### src/rtl/timer_pkg.sv
// Shared widths, prescaler select encodings and status/enable bit positions for the 8-bit timer.
package timer_pkg;

    localparam int unsigned TIMER_CNT_W = 8;
    localparam int unsigned TIMER_PSC_W = 4;

    localparam logic [1:0] CKS_DIV2  = 2'b00;
    localparam logic [1:0] CKS_DIV4  = 2'b01;
    localparam logic [1:0] CKS_DIV8  = 2'b10;
    localparam logic [1:0] CKS_DIV16 = 2'b11;

    localparam int unsigned TSR_OVF_BIT  = 0;
    localparam int unsigned TSR_UDF_BIT  = 1;
    localparam int unsigned TSR_CMP_BIT  = 2;
    localparam int unsigned TIER_OVF_BIT = 0;
    localparam int unsigned TIER_UDF_BIT = 1;
    localparam int unsigned TIER_CMP_BIT = 2;

    // Clock divide ratio selected by a TCR clock-select field.
    function automatic int unsigned psc_div(input logic [1:0] cks);
        return 32'd2 << cks;
    endfunction

endpackage

### src/rtl/timer_cnt_core_if.sv
// Decoded register-block fields into the counting core and count/status back out.
interface timer_cnt_core_if #(
    parameter int unsigned CNT_W = timer_pkg::TIMER_CNT_W
);
    logic             tcr_load;
    logic             tcr_updown;
    logic             tcr_en;
    logic [1:0]       tcr_cks;
    logic [CNT_W-1:0] tdr;
    logic [CNT_W-1:0] tcmp;
    logic             ovf_clr;
    logic             udf_clr;
    logic             cmp_clr;
    logic             ovf_ie;
    logic             udf_ie;
    logic             cmp_ie;
    logic [CNT_W-1:0] tcnt;
    logic             ovf_flag;
    logic             udf_flag;
    logic             cmp_flag;
    logic             irq;

    modport master (
        output tcr_load, tcr_updown, tcr_en, tcr_cks, tdr, tcmp,
        output ovf_clr, udf_clr, cmp_clr, ovf_ie, udf_ie, cmp_ie,
        input  tcnt, ovf_flag, udf_flag, cmp_flag, irq
    );

    modport slave (
        input  tcr_load, tcr_updown, tcr_en, tcr_cks, tdr, tcmp,
        input  ovf_clr, udf_clr, cmp_clr, ovf_ie, udf_ie, cmp_ie,
        output tcnt, ovf_flag, udf_flag, cmp_flag, irq
    );
endinterface

### src/rtl/timer_prescaler.sv
// Clock prescaler: counts enabled cycles and emits a one-cycle tick every 2^(cks+1) clocks.
module timer_prescaler
    import timer_pkg::*;
#(
    parameter int unsigned PSC_W = TIMER_PSC_W
) (
    input  logic       pclk,
    input  logic       preset,
    input  logic       en_i,
    input  logic       load_i,
    input  logic [1:0] cks_i,
    output logic       tick_c_o
);

    logic [PSC_W-1:0] psc_q, psc_d;
    logic [PSC_W-1:0] psc_lim;
    logic [1:0]       cks_q;
    logic             restart;

    // A select change restarts the period so the new divide ratio applies from a clean phase.
    always_comb begin
        psc_d    = psc_q + PSC_W'(1);
        tick_c_o = 1'b0;
        psc_lim  = PSC_W'(psc_div(cks_i) - 32'd1);
        restart  = !en_i || load_i || (cks_i != cks_q);
        if (restart) begin
            psc_d = '0;
        end else if (psc_q == psc_lim) begin
            tick_c_o = 1'b1;
            psc_d    = '0;
        end
    end

    always_ff @(posedge pclk) begin
        if (preset) begin
            psc_q <= '0;
            cks_q <= CKS_DIV2;
        end else begin
            psc_q <= psc_d;
            cks_q <= cks_i;
        end
    end

endmodule

### src/rtl/timer_cnt_core.sv
// 8-bit timer counting engine: up/down counter, sticky wrap flags and interrupt request.
// Optional compare flag is built when TIMER_CMP_EN is defined.
module timer_cnt_core
    import timer_pkg::*;
#(
    parameter int unsigned CNT_W = TIMER_CNT_W,
    parameter int unsigned PSC_W = TIMER_PSC_W
) (
    input logic              pclk,
    input logic              preset,
    timer_cnt_core_if.slave  bus
);

    logic [CNT_W-1:0] tcnt_q, tcnt_d;
    logic [CNT_W-1:0] tcnt_step;
    logic             ovf_q, ovf_d;
    logic             udf_q, udf_d;
    logic             tick;
    logic             wrap_up;
    logic             wrap_dn;

    timer_prescaler #(
        .PSC_W (PSC_W)
    ) u_psc (
        .pclk     (pclk),
        .preset   (preset),
        .en_i     (bus.tcr_en),
        .load_i   (bus.tcr_load),
        .cks_i    (bus.tcr_cks),
        .tick_c_o (tick)
    );

    // Prescaler never ticks while loading, so load needs no extra gating of the flags.
    always_comb begin
        tcnt_step = bus.tcr_updown ? (tcnt_q - CNT_W'(1)) : (tcnt_q + CNT_W'(1));
        wrap_up   = tick && !bus.tcr_updown && (tcnt_q == '1);
        wrap_dn   = tick &&  bus.tcr_updown && (tcnt_q == '0);
        tcnt_d    = tcnt_q;
        if (bus.tcr_load) begin
            tcnt_d = bus.tdr;
        end else if (tick) begin
            tcnt_d = tcnt_step;
        end
        ovf_d = wrap_up || (ovf_q && !bus.ovf_clr);
        udf_d = wrap_dn || (udf_q && !bus.udf_clr);
    end

    always_ff @(posedge pclk) begin
        if (preset) begin
            tcnt_q <= '0;
            ovf_q  <= 1'b0;
            udf_q  <= 1'b0;
        end else begin
            tcnt_q <= tcnt_d;
            ovf_q  <= ovf_d;
            udf_q  <= udf_d;
        end
    end

`ifdef TIMER_CMP_EN
    logic cmp_q, cmp_d;

    always_comb begin
        cmp_d = (tick && (tcnt_step == bus.tcmp)) || (cmp_q && !bus.cmp_clr);
    end

    always_ff @(posedge pclk) begin
        if (preset) begin
            cmp_q <= 1'b0;
        end else begin
            cmp_q <= cmp_d;
        end
    end

    assign bus.cmp_flag = cmp_q;
    assign bus.irq      = (ovf_q && bus.ovf_ie) || (udf_q && bus.udf_ie) || (cmp_q && bus.cmp_ie);
`else
    logic unused_cmp;
    assign unused_cmp   = ^{bus.tcmp, bus.cmp_clr, bus.cmp_ie};
    assign bus.cmp_flag = 1'b0;
    assign bus.irq      = (ovf_q && bus.ovf_ie) || (udf_q && bus.udf_ie);
`endif

    assign bus.tcnt     = tcnt_q;
    assign bus.ovf_flag = ovf_q;
    assign bus.udf_flag = udf_q;

endmodule

### src/flat_wrapper.sv
// flat-port wrapper written by rule: the top's interface ports become plain ports
module timer_cnt_core_flat import timer_pkg::*;
#(
    parameter int unsigned CNT_W = TIMER_CNT_W,
    parameter int unsigned PSC_W = TIMER_PSC_W
)
  (pclk, preset, bus_tcr_load, bus_tcr_updown, bus_tcr_en, bus_tcr_cks, bus_tdr, bus_tcmp, bus_ovf_clr, bus_udf_clr, bus_cmp_clr, bus_ovf_ie, bus_udf_ie, bus_cmp_ie, bus_tcnt, bus_ovf_flag, bus_udf_flag, bus_cmp_flag, bus_irq);
  timer_cnt_core_if #(.CNT_W(CNT_W)) bus_i ();
  input logic pclk;
  input logic preset;
  input wire logic [$bits(bus_i.tcr_load)-1:0] bus_tcr_load;
  input wire logic [$bits(bus_i.tcr_updown)-1:0] bus_tcr_updown;
  input wire logic [$bits(bus_i.tcr_en)-1:0] bus_tcr_en;
  input wire logic [$bits(bus_i.tcr_cks)-1:0] bus_tcr_cks;
  input wire logic [$bits(bus_i.tdr)-1:0] bus_tdr;
  input wire logic [$bits(bus_i.tcmp)-1:0] bus_tcmp;
  input wire logic [$bits(bus_i.ovf_clr)-1:0] bus_ovf_clr;
  input wire logic [$bits(bus_i.udf_clr)-1:0] bus_udf_clr;
  input wire logic [$bits(bus_i.cmp_clr)-1:0] bus_cmp_clr;
  input wire logic [$bits(bus_i.ovf_ie)-1:0] bus_ovf_ie;
  input wire logic [$bits(bus_i.udf_ie)-1:0] bus_udf_ie;
  input wire logic [$bits(bus_i.cmp_ie)-1:0] bus_cmp_ie;
  output wire logic [$bits(bus_i.tcnt)-1:0] bus_tcnt;
  output wire logic [$bits(bus_i.ovf_flag)-1:0] bus_ovf_flag;
  output wire logic [$bits(bus_i.udf_flag)-1:0] bus_udf_flag;
  output wire logic [$bits(bus_i.cmp_flag)-1:0] bus_cmp_flag;
  output wire logic [$bits(bus_i.irq)-1:0] bus_irq;
  assign bus_i.tcr_load = bus_tcr_load;
  assign bus_i.tcr_updown = bus_tcr_updown;
  assign bus_i.tcr_en = bus_tcr_en;
  assign bus_i.tcr_cks = bus_tcr_cks;
  assign bus_i.tdr = bus_tdr;
  assign bus_i.tcmp = bus_tcmp;
  assign bus_i.ovf_clr = bus_ovf_clr;
  assign bus_i.udf_clr = bus_udf_clr;
  assign bus_i.cmp_clr = bus_cmp_clr;
  assign bus_i.ovf_ie = bus_ovf_ie;
  assign bus_i.udf_ie = bus_udf_ie;
  assign bus_i.cmp_ie = bus_cmp_ie;
  assign bus_tcnt = bus_i.tcnt;
  assign bus_ovf_flag = bus_i.ovf_flag;
  assign bus_udf_flag = bus_i.udf_flag;
  assign bus_cmp_flag = bus_i.cmp_flag;
  assign bus_irq = bus_i.irq;
  timer_cnt_core #(.CNT_W(CNT_W), .PSC_W(PSC_W)) u_core (.pclk(pclk), .preset(preset), .bus(bus_i));
endmodule
### config.mk
export PLATFORM = sky130hd
export DESIGN_NAME = timer_cnt_core_flat
export DESIGN_NICKNAME = d
export VERILOG_FILES = /design/src/rtl/timer_pkg.sv /design/src/rtl/timer_cnt_core_if.sv /design/src/rtl/timer_prescaler.sv /design/src/rtl/timer_cnt_core.sv /design/src/flat_wrapper.sv
export SDC_FILE = /design/constraint.sdc
export NUM_CORES = 1
export LEC_CHECK = 0
export ABC_CLOCK_PERIOD_IN_PS = 2000
export CAP_MARGIN = 20
export CORE_MARGIN = 2
export CORE_UTILIZATION = 45
export CTS_BUF_LIST = sky130_fd_sc_hd__clkbuf_4
export CTS_CLUSTER_SIZE = 24
export DETAILED_ROUTE_END_ITERATION = 16
export PLACE_DENSITY = 0.81
export SKIP_CTS_REPAIR_TIMING = 1
export SLEW_MARGIN = 20
export SYNTH_ARGS = -nofsm -noshare
export SYNTH_HDL_FRONTEND = slang
export SYNTH_SLANG_ARGS = --single-unit
### constraint.sdc
create_clock -name pclk -period 2 [get_ports pclk]
set_input_delay 0.2 -clock pclk [delete_from_list [all_inputs] [get_ports pclk]]
set_output_delay 0.2 -clock pclk [all_outputs]
set_load 0.05 [all_outputs]
==> impl_metrics.env, run 1 <==
export IMPL_placementRows=17
export IMPL_antenna_found_initial=0
export IMPL_root_buffer="clkbuf_4"
export IMPL_critPathArrivalTime_ns=2.14
export IMPL_slew_headroom_pct=56.06
export IMPL_hold_ws_ns=0.4230
export IMPL_tightest_slew_ns=0.6591
export IMPL_cts_tree="done"
export IMPL_area_growth_pct=41.33
export IMPL_power_density_nw_per_um2=499.4
export IMPL_dp_final_hpwl_microns=2270
export IMPL_p_int_mw=0.5201
export IMPL_synth_area_sq_um=1090
export IMPL_clkSlewWorstSetupHoldPaths_ns=0.10
export IMPL_ys_warn_count=0
export IMPL_critPathMaxFanout=7
export IMPL_wl_per_cell_microns=14.43
export IMPL_async_flop_share_pct=0
export IMPL_hold_path_cell_count=4
export IMPL_grt_use_total_pct=23.35
export IMPL_ios=41
export IMPL_crit_type="primary input to flip-flop"
export IMPL_leakage_nw=0.6306
export IMPL_pwr_share_seq_pct=44.9
export IMPL_power_frac_comb_pct=31.8
export IMPL_syn_inst=132
export IMPL_drc=0
export IMPL_cap_violations=0
export IMPL_first_pass_iters=4
export IMPL_swShare_pct=32.38
export IMPL_dpl_instance_area_sq_um=1506
export IMPL_finalCriticalPeriod_ns=1.910
export IMPL_syn_area_per_cell_sq_um=8.256
export IMPL_synth_area_leaders="dfxtp_1, ha_1, a21oi_1"
export IMPL_fin_total_pwr_mw=0.7692
export IMPL_layout_drive_gt1_share_pct=14.86
export IMPL_clkLatencyLatePin_ns=0.29
export IMPL_r2r_slack_ns=0.13
export IMPL_grt_pass1_vias=1157
export IMPL_gr_total_overflow=0
export IMPL_synth_most_common_cell="dfxtp_1"
export IMPL_postLayoutCoreUtil_pct=68.31
export IMPL_worst_setup_path_end_kind="flip-flop"
export IMPL_drt_iter0_drc=28
export IMPL_p_sw_mw=0.2491
export IMPL_routed_wl_microns=2929
export IMPL_outcome="complete, no violations"
export IMPL_yosys_area_top_type="dfxtp_1"
export IMPL_critPathLaunchType="primary input"
export IMPL_insertedDiodeCount=0
export IMPL_synth_edf_count=0
export IMPL_holdPathEnd="u_core.bus.ovf_flag$_SDFF_PP0_"
export IMPL_setup_violations=0
export IMPL_ys_seq_elements=16
export IMPL_fin_crit_sh_pct=95.48
export IMPL_dp_cells=199
export IMPL_syn_nets=169
export IMPL_crit_required_ns=2.23
export IMPL_finalInstanceArea_sq_um=1540
export IMPL_ctsLongestPathBuffers=2
export IMPL_htree_levels=1
export IMPL_numClockSinks=16
export IMPL_seq_area_sq_um=324.1
export IMPL_die_w_microns=53.21
export IMPL_multi_input_area_sq_um=724.4
export IMPL_num_vias=1204
export IMPL_pwr_share_clk_pct=23.3
export IMPL_start_util_pct=48.34
export IMPL_hold_class="primary input to flip-flop"
export IMPL_rsz0062_at_grt="no"
export IMPL_yosysSeqAreaShare_pct=29.39
export IMPL_gp_congestion=0.9084
export IMPL_netlist_area_leader_share_pct=29.39
export IMPL_final_nets=213
export IMPL_fp_dieH_microns=53.21
export IMPL_port_buffers=29
export IMPL_numCtsBuffers=3
export IMPL_via_per_inst=5.931
export IMPL_synth_cell_types=41
export IMPL_ant_nets=0
export IMPL_report_final_hold_viol_count=0
export IMPL_grt_pass1_wl_microns=4892
export IMPL_grt_max_degree=14
export IMPL_fin_cells=203
export IMPL_skew_ns=0.002790
export IMPL_r2r_start="u_core.bus.tcnt[0]$_SDFFE_PP0P_"
export IMPL_clock_fmax_ghz=0.5236
export IMPL_fillers=176
export IMPL_slew_viol_final=0
export IMPL_core_region_area_sq_um=2255
export IMPL_reg2regPathDepth=7
export IMPL_synth_ff_type="dfxtp_1"
export IMPL_ys_top_cells_by_count="dfxtp_1, a21oi_1, nor2_1"
export IMPL_rr_endpoint="u_core.bus.tcnt[6]$_SDFFE_PP0P_"
export IMPL_die_area_sq_um=2831
export IMPL_vdd_drop_max_v=0.0004197
export IMPL_min_delay_start="bus_tcr_updown"
## worst max-delay path by stage
| stage | cells after the start | end | from |
|---|---|---|---|
| 2_1_floorplan | 7 | u_core.bus.tcnt[6]$_SDFFE_PP0P_ | u_core.bus.tcnt[1]$_SDFFE_PP0P_ |
| 3_3_place_gp | 8 | u_core.bus.tcnt[6]$_SDFFE_PP0P_ | bus_tcr_updown |
| 3_5_place_dp | 8 | u_core.bus.tcnt[6]$_SDFFE_PP0P_ | bus_tcr_updown |
| 4_1_cts | 8 | u_core.bus.tcnt[6]$_SDFFE_PP0P_ | bus_tcr_updown |
| 5_1_grt | 6 | u_core.bus.tcnt[2]$_SDFFE_PP0P_ | bus_tcr_cks[0] |
| 6_report | 6 | u_core.bus.tcnt[6]$_SDFFE_PP0P_ | bus_tcr_cks[0] |
## per-stage QoR
step | setup TNS [ns] | setup slack, ns
after floorplan | -0.04983 | -0.04983
after global placement | -0.9127 | -0.2362
after detailed placement | -1.331 | -0.2611
after CTS | 0 | 0.01402
after global routing | 0 | 0.002850
final | 0 | 0.09032
## cells by family (layout without fill, tap and decap cells)
group                      Yosys count  in the layout  share of synthesized area [%]
AOI/OAI and AO/OA                   33             33                          21.24
xor gates and xnor gates             7              7                          5.626
adders and majority gates            8              8                          9.873
buffers and inverters               10             53                          4.478
DFF                                 16             16                          29.39
muxes                                1              1                         0.9185
other                                1              1                         0.3441
and+or+nand+nor                     56             56                          28.13
## critical path, cell delays in order
cell and delay [ns]:
clkdlybuf4s50_1 0.57, nor4b_2 0.28, o31ai_2 0.12, a21oi_1 0.56
o21ai_0 0.24, a31oi_1 0.17
## cell usage in the layout, fill, tap and decap left out, types with 2 or more instances in the layout
master and instances:
a21o_1 5, nand3_1 10, ha_1 7, a22oi_1 2
buf_4 14, nand4_1 6, nor3_1 2, nor4_1 3
a21oi_2 2, xnor2_1 4, dfxtp_1 13, nand2b_1 5
dfxtp_2 3, inv_1 6, o21ai_0 2, nor2b_1 4
nand2_1 9, xor2_1 3, clkbuf_4 3, a21oi_1 10
clkdlybuf4s50_1 27, nor2_1 11
## area by class of cell
class / instances / area share (%)
inverters: 6 / 1.462
multi-input cells: 106 / 47.03
repair buffers: 43 / 26.48
clock buffers: 3 / 1.462
clock inverters: 1 / 0.2437
well taps: 28 / 2.275
flip-flops and latches: 16 / 21.04
## power by group through the flow
stage	combinational [mW]	clock, mW	sequential [mW]
floorplan	0.107	0	0.380
global placement	0.231	0	0.352
detailed placement	0.239	0	0.353
CTS	0.241	0.182	0.345
global route	0.265	0.201	0.347
finish	0.245	0.179	0.345
## per-layer routing
layer	wire length [microns]	track usage, %	share of wire [%]
met3	190	4.237	6.5
met1	1226	27.43	42
met4	11	2.991	0.38
met5	0	0	0
met2	1501	44.24	51
## flip-flops by register name (all words and copies together) (netlist names)
name	count
u_core.bus.ovf_flag	1
u_core.u_psc.psc_q	4
u_core.bus.tcnt	8
u_core.bus.udf_flag	1
u_core.u_psc.cks_q	2
Power figures use the tool's default switching activity.
==> run 2: changes to the inputs <==
--- a/config.mk
+++ b/config.mk
@@ -7,12 +7,12 @@
 export LEC_CHECK = 0
 export ABC_CLOCK_PERIOD_IN_PS = 2000
 export CAP_MARGIN = 20
+export CORE_ASPECT_RATIO = 0.5
 export CORE_MARGIN = 2
-export CORE_UTILIZATION = 45
+export CORE_UTILIZATION = 30
 export CTS_BUF_LIST = sky130_fd_sc_hd__clkbuf_4
 export CTS_CLUSTER_SIZE = 24
 export DETAILED_ROUTE_END_ITERATION = 16
-export PLACE_DENSITY = 0.81
 export SKIP_CTS_REPAIR_TIMING = 1
 export SLEW_MARGIN = 20
 export SYNTH_ARGS = -nofsm -noshare
==> impl_metrics.env, run 2 (synthesized netlist as in run 1, its figures left out) <==
export IMPL_outcome="complete, no violations"
export IMPL_routed_wl_microns=2941
export IMPL_setup_ws_ns=0.09072
export IMPL_tightest_slew_ns=0.5034
export IMPL_p_sw_mw=0.2600
export IMPL_critPathLaunchType="primary input"
export IMPL_final_nets=216
export IMPL_insertedDiodeCount=0
export IMPL_report_final_hold_viol_count=0
export IMPL_first_pass_iters=4
export IMPL_wl_per_cell_microns=12.84
export IMPL_setup_violations=0
export IMPL_pwr_share_clk_pct=24.3
export IMPL_clock_fmax_ghz=0.5238
export IMPL_seq_area_sq_um=324.1
export IMPL_gr_total_overflow=0
export IMPL_swShare_pct=33.08
export IMPL_power_density_nw_per_um2=496.5
export IMPL_vdd_drop_max_v=0.0002252
export IMPL_slew_headroom_pct=66.33
export IMPL_clkSlewWorstSetupHoldPaths_ns=0.11
export IMPL_drc=0
export IMPL_fp_dieH_microns=46.62
export IMPL_power_frac_comb_pct=31.6
export IMPL_layout_commonest_cell="clkdlybuf4s50_1"
export IMPL_dp_final_hpwl_microns=2247
export IMPL_finalCriticalPeriod_ns=1.909
export IMPL_critPathArrivalTime_ns=2.16
export IMPL_gp_congestion=0.8233
export IMPL_start_util_pct=31.56
export IMPL_slew_viol_final=0
export IMPL_core_region_area_sq_um=3453
export IMPL_die_area_sq_um=4160
export IMPL_layout_common_cells="clkdlybuf4s50_1, buf_4, dfxtp_1"
export IMPL_via_per_inst=4.869
export IMPL_leakage_nw=0.6406
export IMPL_die_w_microns=89.24
export IMPL_grt_use_total_pct=16.06
export IMPL_crit_required_ns=2.25
export IMPL_fin_crit_sh_pct=95.46
export IMPL_num_vias=1115
export IMPL_area_growth_pct=45.24
export IMPL_fillers=369
export IMPL_largest_reg_flops=8
export IMPL_grt_pass1_wl_microns=4947
export IMPL_grt_pass1_vias=1067
export IMPL_p_int_mw=0.5259
export IMPL_hold_class="primary input to flip-flop"
export IMPL_pwr_share_seq_pct=44.1
export IMPL_critPathMaxFanout=8
export IMPL_crit_type="primary input to flip-flop"
export IMPL_cts_tree="done"
export IMPL_numClockSinks=16
export IMPL_antenna_found_initial=0
export IMPL_drt_iter0_drc=86
export IMPL_clkLatencyLatePin_ns=0.31
export IMPL_cap_violations=0
export IMPL_worst_setup_path_end_kind="flip-flop"
export IMPL_port_buffers=29
export IMPL_ant_nets=0
export IMPL_placementRows=15
export IMPL_root_buffer="clkbuf_4"
export IMPL_numCtsBuffers=3
export IMPL_pre_cts_slack_ns=-0.2127
export IMPL_grt_max_degree=14
export IMPL_ctsLongestPathBuffers=2
export IMPL_layout_drive_gt1_share_pct=16.85
export IMPL_ios=41
export IMPL_skew_ns=0.01480
export IMPL_finalInstanceArea_sq_um=1583
export IMPL_multi_input_area_sq_um=728.2
export IMPL_fin_total_pwr_mw=0.7859
export IMPL_dpl_instance_area_sq_um=1545
export IMPL_rsz0062_at_grt="no"
export IMPL_r2r_slack_ns=0.13
export IMPL_htree_levels=1
export IMPL_postLayoutCoreUtil_pct=45.83
## run 2: final timing paths
path	start	end	cells after the start
worst min register to register	u_core.bus.udf_flag$_SDFF_PP0_	u_core.bus.udf_flag$_SDFF_PP0_	2
worst min-delay path	bus_tdr[6]	u_core.bus.tcnt[6]$_SDFFE_PP0P_	3
worst max-delay path	bus_tcr_cks[0]	u_core.bus.tcnt[2]$_SDFFE_PP0P_	7
worst max register to register	u_core.bus.tcnt[0]$_SDFFE_PP0P_	u_core.bus.tcnt[4]$_SDFFE_PP0P_	8
## run 2: area by class of cell
class	count	share of cell area, %
multi-input cells	106	46.01
repair buffers	46	26.40
flip-flops and latches	16	20.47
well taps	51	4.032
clock buffers	3	1.423
inverters	6	1.423
clock inverters	1	0.2372
## run 2: power by group through the flow
stage	clock (mW)	combinational (mW)	sequential, mW
after CTS	0.198	0.247	0.346
after detailed placement	0	0.244	0.353
final	0.191	0.248	0.346
after floorplan	0	0.107	0.380
after global placement	0	0.244	0.354
after global routing	0.212	0.272	0.348
## run 2: metal layers
| layer | vias to the layer above | track usage, % | part of all wire, % |
|---|---|---|---|
| met3 | 2 | 4.301 | 2.6 |
| met4 | 0 | 3.582 | 0.27 |
| met1 | 518 | 21.73 | 52 |
| li1 | 581 | - | - |
| met5 | - | 0 | 0 |
| met2 | 14 | 25.93 | 45 |
## run 2: worst max-delay path, stage by stage
cell             delay, ns
clkdlybuf4s50_1       0.56
and4bb_1              0.24
o31ai_2               0.36
a21o_1                0.36
buf_4                 0.19
nand3_1               0.08
a21oi_1               0.15
## run 2: metrics by stage
stage,hold WS [ns],setup TNS [ns],instances
3_5_place_dp,0.4729,-1.524,225
4_1_cts,0.4631,0,229
6_report,0.4612,0,229
5_1_grt,0.4879,0,229
3_3_place_gp,0.4700,-1.197,225
2_1_floorplan,0.3282,-0.04983,132
==> run 3: changes to the inputs <==
==> constraint.sdc (replaced) <==
create_clock -name pclk -period 2 [get_ports pclk]
set_input_delay 0.4 -clock pclk [delete_from_list [all_inputs] [get_ports pclk]]
set_output_delay 0.4 -clock pclk [all_outputs]
set_load 0.05 [all_outputs]
==> impl_metrics.env, run 3 (synthesized netlist as in run 1, its figures left out) <==
export IMPL_outcome="complete, no violations"
export IMPL_drt_iter0_drc=85
export IMPL_setup_worst_path_start="u_core.bus.tcnt[4]$_SDFFE_PP0P_"
export IMPL_p_sw_mw=0.2492
export IMPL_leakage_nw=0.7421
export IMPL_grt_util_met2_pct=26.52
export IMPL_hold_path_cell_count=2
export IMPL_tightest_slew_ns=0.5101
export IMPL_grt_pass1_wl_microns=4795
export IMPL_r2r_start="u_core.bus.tcnt[0]$_SDFFE_PP0P_"
export IMPL_skew_ns=0.006396
export IMPL_critPathMaxFanout=5
export IMPL_slew_viol_final=0
export IMPL_setup_violations=0
export IMPL_numClockSinks=16
export IMPL_slowest_delay_ns=0.84
export IMPL_grt_max_degree=14
export IMPL_root_buffer="clkbuf_4"
export IMPL_rr_endpoint="u_core.bus.tcnt[4]$_SDFFE_PP0P_"
export IMPL_insertedDiodeCount=0
export IMPL_clkLatencyLatePin_ns=0.29
export IMPL_critPathArrivalTime_ns=1.57
export IMPL_largest_reg_flops=8
export IMPL_die_area_sq_um=4160
export IMPL_grt_busiest_layer="met2"
export IMPL_dp_final_hpwl_microns=2288
export IMPL_dp_cells=227
export IMPL_first_pass_iters=4
export IMPL_layout_common_cells="clkdlybuf4s50_1, buf_4, dfxtp_1"
export IMPL_grt_pass1_vias=1073
export IMPL_r2r_slack_ns=0.13
export IMPL_clock_fmax_ghz=0.5077
export IMPL_port_buffers=29
export IMPL_worst_setup_path_end_kind="output port"
export IMPL_power_density_nw_per_um2=467.2
export IMPL_fin_crit_sh_pct=98.48
export IMPL_crit_type="flip-flop to output port"
export IMPL_use_met1_pct=20.40
export IMPL_clkSlewWorstSetupHoldPaths_ns=0.10
export IMPL_final_nets=219
export IMPL_swShare_pct=32.00
export IMPL_finalCriticalPeriod_ns=1.970
export IMPL_report_final_hold_viol_count=0
export IMPL_area_growth_pct=52.93
export IMPL_hold_ws_ns=0.4785
export IMPL_die_w_microns=89.24
export IMPL_holdPathEnd="u_core.u_psc.cks_q[0]$_SDFF_PP0_"
export IMPL_cap_violations=0
export IMPL_ant_nets=0
export IMPL_antenna_found_initial=0
export IMPL_gr_total_overflow=0
export IMPL_critPathLaunchType="flip-flop"
export IMPL_via_per_inst=4.871
export IMPL_p_int_mw=0.5295
export IMPL_placementRows=15
export IMPL_cp_top_family="buffers and inverters"
export IMPL_cts_tree="done"
export IMPL_min_delay_start="bus_tcr_cks[0]"
export IMPL_grt_use_total_pct=15.39
export IMPL_layout_commonest_cell="clkdlybuf4s50_1"
export IMPL_postLayoutCoreUtil_pct=48.26
export IMPL_numCtsBuffers=3
export IMPL_pwr_share_clk_pct=23.0
export IMPL_vdd_drop_max_v=0.0003225
export IMPL_start_util_pct=31.56
export IMPL_fin_cells=232
export IMPL_drc=0
export IMPL_slew_headroom_pct=65.93
export IMPL_pwr_share_seq_pct=44.4
export IMPL_hold_class="primary input to flip-flop"
export IMPL_grtUsageMet3_pct=3.763
export IMPL_htree_levels=1
export IMPL_routed_wl_microns=2913
export IMPL_fillers=351
export IMPL_layout_drive_gt1_share_pct=19.89
export IMPL_gp_congestion=0.7672
export IMPL_num_vias=1130
export IMPL_rsz0062_at_grt="no"
export IMPL_ios=41
export IMPL_fp_dieH_microns=46.62
export IMPL_wl_per_cell_microns=12.56
export IMPL_path_cells="clkdlybuf4s50_1"
export IMPL_crit_buf_inv=1
export IMPL_ctsLongestPathBuffers=2
export IMPL_reg2regPathDepth=8
export IMPL_dpl_instance_area_sq_um=1570
export IMPL_power_frac_comb_pct=32.6
export IMPL_finalInstanceArea_sq_um=1667
export IMPL_core_region_area_sq_um=3453
export IMPL_crit_required_ns=1.60
export IMPL_slowest_stage="clkdlybuf4s50_1"
[run 3: cell count changes in the layout (fill, tap and decap cells not counted), sizes merged]
cell           delta
buf               +4
clkdlybuf4s50     -6
dlymetal6s2s      +5
[run 3: worst max path at each step]
stage                                           end  slack [ns]  depth (start not counted)
floorplan           u_core.bus.tcnt[6]$_SDFFE_PP0P_       -0.05                          7
global route                            bus_tcnt[2]       0.002                          1
global placement    u_core.bus.tcnt[6]$_SDFFE_PP0P_       -0.42                          8
CTS                 u_core.bus.tcnt[6]$_SDFFE_PP0P_       -0.16                          8
finish                                  bus_tcnt[4]        0.03                          1
detailed placement  u_core.bus.tcnt[6]$_SDFFE_PP0P_       -0.45                          8
[run 3: final cells by class]
cell class / count / area [sq um] / area share, %
clock buffer: 3 / 22.52 / 1.351
clock inverter: 1 / 3.754 / 0.2252
inverter: 6 / 22.52 / 1.351
multi-input combinational: 106 / 754.5 / 45.27
sequential: 16 / 324.1 / 19.44
tap: 51 / 63.81 / 3.829
timing repair buffer: 49 / 475.5 / 28.53
[run 3: stage by stage]
stage | setup slack [ns] | total power [mW] | TNS (ns)
after detailed placement | -0.4477 | 0.6016 | -3.950
after floorplan | -0.04983 | 0.4874 | -0.04983
after global routing | 0.002108 | 0.8256 | 0
final | 0.03050 | 0.7787 | 0
after global placement | -0.4209 | 0.5993 | -3.469
after CTS | -0.1573 | 0.7834 | -0.4649
[run 3: power groups by stage]
stage	registers (mW)	clock network [mW]	logic (mW)
detailed placement	0.353	0	0.249
floorplan	0.380	0	0.107
global route	0.348	0.199	0.279
global placement	0.353	0	0.247
finish	0.345	0.179	0.254
CTS	0.345	0.188	0.250
[run 3: layer usage]
| layer | wire (microns) | vias up |
|---|---|---|
| met3 | 93 | 2 |
| met5 | 0 | - |
| met1 | 1469 | 524 |
| met2 | 1337 | 16 |
| li1 | - | 588 |
| met4 | 12 | 0 |
